$ cat src/rtl/counter_mod6_pkg.sv
// counter_mod6_pkg: shared timer digit constants, digit type and load saturation helper
package counter_mod6_pkg;
    localparam int         DIGIT_W   = 4;
    localparam logic [3:0] MAX_DIGIT = 4'd5;
    typedef logic [DIGIT_W-1:0] digit_t;
    function automatic digit_t sat_digit(input digit_t v);
        return (v > MAX_DIGIT) ? MAX_DIGIT : v;
    endfunction
endpackage

$ cat src/rtl/counter_mod6_if.sv
// counter_mod6_if: load/count controls and digit status of one timer digit
interface counter_mod6_if;
    import counter_mod6_pkg::*;
    logic   loadn;
    logic   en;
    digit_t data;
    digit_t digit;
    logic   zero;
    logic   tc;
    modport master(output loadn, en, data, input digit, zero, tc);
    modport slave(input loadn, en, data, output digit, zero, tc);
endinterface

$ cat src/rtl/counter_mod6.sv
// counter_mod6: loadable modulo-6 down-counter digit with borrow-out and zero detect
module counter_mod6
    import counter_mod6_pkg::*;
(
    input logic            clock,
    input logic            clearn,
    counter_mod6_if.slave  bus
);
    digit_t digit_q, digit_d;
    // next digit: load beats count, count wraps 0 to MAX_DIGIT
    always_comb begin
        digit_d = !bus.loadn ? sat_digit(bus.data) :
                  bus.en     ? ((digit_q == '0) ? MAX_DIGIT : digit_q - 4'd1) :
                               digit_q;
    end
    // digit register, cleared asynchronously
    always_ff @(posedge clock or negedge clearn) begin
        if (!clearn) digit_q <= '0;
        else         digit_q <= digit_d;
    end
    assign bus.digit = digit_q;
    assign bus.zero  = (digit_q == '0);
    assign bus.tc    = bus.en && (digit_q == '0);
endmodule

$ cat src/flat_wrapper.sv
// flat-port wrapper written by rule: the top's interface ports become plain ports
module counter_mod6_flat import counter_mod6_pkg::*;
  (clock, clearn, bus_loadn, bus_en, bus_data, bus_digit, bus_zero, bus_tc);
  counter_mod6_if bus_i ();
  input logic clock;
  input logic clearn;
  input wire logic [$bits(bus_i.loadn)-1:0] bus_loadn;
  input wire logic [$bits(bus_i.en)-1:0] bus_en;
  input wire logic [$bits(bus_i.data)-1:0] bus_data;
  output wire logic [$bits(bus_i.digit)-1:0] bus_digit;
  output wire logic [$bits(bus_i.zero)-1:0] bus_zero;
  output wire logic [$bits(bus_i.tc)-1:0] bus_tc;
  assign bus_i.loadn = bus_loadn;
  assign bus_i.en = bus_en;
  assign bus_i.data = bus_data;
  assign bus_digit = bus_i.digit;
  assign bus_zero = bus_i.zero;
  assign bus_tc = bus_i.tc;
  counter_mod6 u_core (.clock(clock), .clearn(clearn), .bus(bus_i));
endmodule
$ cat config.mk
export PLATFORM = sky130hd
export DESIGN_NAME = counter_mod6_flat
export DESIGN_NICKNAME = d
export VERILOG_FILES = /design/src/rtl/counter_mod6_pkg.sv /design/src/rtl/counter_mod6_if.sv /design/src/rtl/counter_mod6.sv /design/src/flat_wrapper.sv
export SDC_FILE = /design/constraint.sdc
export NUM_CORES = 1
export LEC_CHECK = 0
export ABC_AREA = 1
export CORE_AREA = 2 2 39 41
export DETAILED_ROUTE_END_ITERATION = 10
export DIE_AREA = 0 0 41 43
export PLACE_DENSITY_LB_ADDON = 0.12
export SYNTH_ARGS = -nofsm -noshare
export SYNTH_HDL_FRONTEND = slang
export SYNTH_SLANG_ARGS = --single-unit
export TNS_END_PERCENT = 1
$ cat constraint.sdc
create_clock -name clock -period 0.8 [get_ports clock]
set_clock_uncertainty 0.1 [all_clocks]
set_input_delay 0.12 -clock clock [delete_from_list [all_inputs] [get_ports clock]]
set_output_delay 0.12 -clock clock [all_outputs]
set_load 0.01 [all_outputs]
==> impl_metrics.ini <==
[grt]
grt_overflow = 0
grt.total_usage = 0.08485
grt_pass1_wl_mm = 1.000
grt_pass1_vias = 287
grt_util_met1 = 0.09180
busiest_layer = met2
grtUsageMet2 = 0.1375
grt_max_degree = 5
grt_antenna_before_repair = 0
grtUsageMet3 = 0.01571

[floorplanning]
die_w_um = 41
fp.dieH_um = 43
pin_count = 14
core-area_sq_um = 1384
dieArea_sq_um = 1763
initial_core_util = 0.1872
rows = 14

[setup_path]
cp-start-kind = flip-flop
r2r_cells = 7
cp-end-kind = output pin
arrival_ps = 1060
crit_type = reg -> out
cp_max_fo = 3
required_ps = 580

[logic_synthesis]
ys.warnings.count = 0
post-synth-top-area-cell = dfrtp_1
synth_edf_count = 0
netlist_area_sq_um = 259.0
syn_avg_cell_area_sq_um = 6.317
yosys-top-cells-count = 15 x nand2_1, 6 x nand3_1, 5 x inv_1, 5 x nor2_1, 4 x dfrtp_1
synth_top_area_frac = 0.3865
synthFlopType = dfrtp_1
synth_seq_cells = 4
synth_most_common_cell = nand2_1
synth-seq-area-share = 0.3865
synthCells = 41
ys_top_cells_by_area = dfrtp_1 39%, nand2_1 22%, nand3_1 12%
synthArstFlopShare = 1.000
synth_nets = 49
synth.distinct_cells = 9

[clocking]
clk_latency_ps = 230
cts.sink_count = 4
cts_tree = yes
clkTransAtPathRegs_ps = 40
root_buffer = clkbuf_4
cts_buffers = 3
clk_path_buf_depth = 2
h-tree-depth = 1

[timing]
setup_viol = 10
max_freq_mhz = 781.6
rsz0062_at_grt = true
relSlewSlack = 0.8849
period_minus_slack_ps = 1279
worstMarginPinSlew_ps = 172.0
finalCritPeriodShare = 1.599
hold_viol_final = 4
maxSlewViolCount = 0
hold_ws_ps = -11.56
setup_slack_ps = -479.5

[drt]
antenna_left = 0
vias_per_cell = 3.988
firstDrtPassIters = 4
drt_iter0_markers = 3
wl_per_cell_um = 7.872
drc = 0
wirelength_um = 677
vias = 343

[finish]
multiInputGateArea_sq_um = 145.1
area_growth_pct = 115.0
seq_area_sq_um = 100.1
fill_cells = 161
diodes = 0
drive_gt1_frac = 0.4429
post-route-util = 0.4024
largest_reg_flops = 4
nets = 80

[status]
status = finished, violations left
violations = negative hold slack, negative setup slack

[place]
place.gp.congestion = 0.7410
io_buffers = 13
hpwl_um = 570.3

[worst_hold_path]
hp-class = in -> async

[pwr]
p_per_area_nw_per_um2 = 1557
p_leak_nw = 0.3159
ir_drop_uv = 694.3

[job]
drv_cap = 0
[placed cells by master (no fill, tap or decap), drive strengths merged]
cell and count:
dfrtp 4, inv 7, nand3 6, buf 19
clkbuf 3, nor2 6, dlymetal6s2s 2, clkdlybuf4s50 5
nand2 16, a21oi 2
[metrics by stage]
stage	setup TNS (ps)	power, W	cell area (sq um)	setup WS [ps]	cells
finish	-3222	0.0008667	556.8	-479.5	86
global route	-3665	0.0009352	556.8	-530.4	86
CTS	-3351	0.0008613	531.8	-500.9	85
detailed placement	-4635	0.0005801	489.2	-757.1	80
global placement	-4686	0.0005818	489.2	-744.2	80
floorplan	-976.4	0.0003697	264.0	-225.5	41
[logic make-up (layout without fill, tap and decap cells)]
logic type      Yosys count  in the layout  share of synthesized area
simple gates             28             28                     0.4734
buf+inv                   7             36                     0.1015
flops                     4              4                     0.3865
compound gates            2              2                    0.03865
[worst max-delay path, cell delays in order, from the launching register on]
cell     delay [ps]
dfrtp_1         390
nor2_2          150
nand3_2          90
nor2_2           70
buf_2           120
[timing repair]
item | CTS | global route
gates resized for setup | 30 | 5
endpoints found under the hold margin | 4 | 2
setup endpoints to repair | 10 | 10
pin swaps | 1 | 2
setup buffers | 2 | 1
[power by group]
part           internal [W]  switching [W]  total, W
clock network      0.000167      0.0000731  0.000240
registers          0.000227      0.0000221  0.000249
logic              0.000223       0.000154  0.000377
[routing by layer]
metal | wire [um] | part of all wire
met1 | 279 | 0.41
met2 | 340 | 0.50
met3 | 57 | 0.084
met4 | 0 | 0
met5 | 0 | 0
[final timing paths]
| kind | from | slack (ps) | end |
|---|---|---|---|
| setup / recovery | u_core.bus.digit[1]$_DFFE_PN0P_ | -480 | bus_tc |
| hold / removal | clearn | -10 | u_core.bus.digit[0]$_DFFE_PN0P_ |
| setup reg to reg | u_core.bus.digit[1]$_DFFE_PN0P_ | -330 | u_core.bus.digit[2]$_DFFE_PN0P_ |
| hold reg to reg | u_core.bus.digit[3]$_DFFE_PN0P_ | 480 | u_core.bus.digit[3]$_DFFE_PN0P_ |
| max in group asynchronous | clearn | 450 | u_core.bus.digit[3]$_DFFE_PN0P_ |
| min in group clock | bus_en | 230 | u_core.bus.digit[0]$_DFFE_PN0P_ |
[cell type report]
type | instances | area share
clock buffer | 3 | 0.04045
inverter | 7 | 0.04719
multi-input combinational | 30 | 0.2607
sequential | 4 | 0.1798
tap | 16 | 0.03596
timing repair buffer | 26 | 0.4360
Note: power is estimated with default switching activity, not from simulation.
==> RTL change 1: new RTL, config.mk and constraints unchanged <==
Change the package constant `DIGIT_W` from 4 to 6.
--- a/src/rtl/counter_mod6_pkg.sv
+++ b/src/rtl/counter_mod6_pkg.sv
@@ -1,5 +1,5 @@
 // counter_mod6_pkg: shared timer digit constants, digit type and load saturation helper
 package counter_mod6_pkg;
-    localparam int         DIGIT_W   = 4;
+    localparam int         DIGIT_W   = 6;
     localparam logic [3:0] MAX_DIGIT = 4'd5;
     typedef logic [DIGIT_W-1:0] digit_t;
Interface: changed (resized bus_data and bus_digit); port bits go from 14 to 18. The function was not compared with the original's and may differ.
==> RTL change 1 against the original RTL <==
- the run ends with setup timing left
- final area increased by 45%
- non-clock buffer count increased by 5
- synthesized area increased by 64%
- first-iteration DRC count increased by 130%
- worst setup slack got worse by 0.056 ns
- sequential cell count increased by 2
- critical path depth increased by 1
- routed wire length increased by 58%
- power increased by 92%
==> RTL change 1: results (changes against the original RTL) <==
<table>
<tr><th>Metric</th><th>Value</th></tr>
<tr><th colspan="2">Run status</th></tr>
<tr><td>Result of the run</td><td>finished with violations</td></tr>
<tr><td>Violations in the final reports</td><td>setup timing</td></tr>
<tr><th colspan="2">Finish</th></tr>
<tr><td>Layout cell share with drive strength beyond 1</td><td>0.415 (-0.0280)</td></tr>
<tr><td>Max reg flops</td><td>6 (+2)</td></tr>
<tr><td>Fill cell total of the finished layout</td><td>139 (-14%)</td></tr>
<tr><th colspan="2">Pwr</th></tr>
<tr><td>Maximum resistive drop on vdd</td><td>1.09 mV (+57%)</td></tr>
<tr><td>Switching part of the total power</td><td>0.355 (+0.0677)</td></tr>
<tr><td>Sequential share of power</td><td>0.265 (-0.023)</td></tr>
<tr><th colspan="2">Synth</th></tr>
<tr><td>Share of synthesized cell area in full adder, half adder and majority cells</td><td>0.0590 (+0.0590)</td></tr>
<tr><td>Synth Area in Compound Gates</td><td>0 (-0.0386)</td></tr>
<tr><td>Proportion of synthesized chip area in sequential cells</td><td>0.354 (-0.0325)</td></tr>
<tr><td>Most frequent cells after synthesis</td><td>sky130_fd_sc_hd__nand2_1 (14), sky130_fd_sc_hd__inv_1 (10), sky130_fd_sc_hd__nor2_1 (10), sky130_fd_sc_hd__dfrtp_1 (6), sky130_fd_sc_hd__nand3_1 (6)</td></tr>
<tr><td>Number of different library cells in the post-synthesis netlist</td><td>13 (+4)</td></tr>
<tr><td>XOR/XNOR share of the synthesized area</td><td>0.0619 (+0.0619)</td></tr>
<tr><th colspan="2">Placement</th></tr>
<tr><td>Post-DP HPWL</td><td>872 um (+53%)</td></tr>
<tr><th colspan="2">Route</th></tr>
<tr><td>Number of search-and-repair iterations in the first detailed-routing pass</td><td>2 (-2)</td></tr>
<tr><td>First DRT Iteration DRCs</td><td>7 (+4)</td></tr>
<tr><th colspan="2">STA</th></tr>
<tr><td>Final setup viols</td><td>14 (+4)</td></tr>
<tr><td>Worst hold margin</td><td>0.0269 ns (+0.0384 ns)</td></tr>
<tr><td>Final-layout setup total negative slack</td><td>-5.69 ns (-2.47 ns)</td></tr>
<tr><td>Final setup slack of the worst path</td><td>-0.536 ns (-0.0563 ns)</td></tr>
<tr><th colspan="2">Worst setup path</th></tr>
<tr><td>R2R Path End</td><td>u_core.bus.digit[4]</td></tr>
<tr><td>Register-to-register setup slack</td><td>-0.50 ns (-0.17 ns)</td></tr>
<tr><td>Start point of the critical path</td><td>u_core.bus.digit[0]</td></tr>
<tr><td>WP data arrival</td><td>1.12 ns (+0.06 ns)</td></tr>
<tr><th colspan="2">Global route</th></tr>
<tr><td>Maximum number of pins on one net before global-route repair</td><td>7 (+2)</td></tr>
<tr><td>First-pass GRT wire length</td><td>1.75 mm (+75%)</td></tr>
</table>
## RTL change 1: metal layers
layer / track usage / up-vias / routed length [um]
met5: 0 / - / 0
met4: 0.0400 / 0 / 0
met3: 0.0628 / 0 / 42
met2: 0.244 / 8 / 547
met1: 0.169 / 217 / 476
li1: - / 256 / -
## RTL change 1: kinds of logic after synthesis
group                      Yosys count
DFF                                  6
buffers and inverters               11
xor gates and xnor gates             3
adders and majority gates            2
and+or+nand+nor                     38
## RTL change 1: cell type report
class	count	area (sq um)	area share
sequential	6	150	0.186
inverter	11	43.8	0.0543
timing repair buffer	31	292	0.362
multi-input combinational	43	278	0.345
tap	16	20.0	0.0248
clock buffer	3	22.5	0.0280
## RTL change 1: timing repair
action                                  4_1_cts  5_1_grt
endpoints found under the setup margin       14       14
setup buffers                                 0        2
gates cloned                                  0        0
pin swaps                                     1        2
resized for setup                            44       11
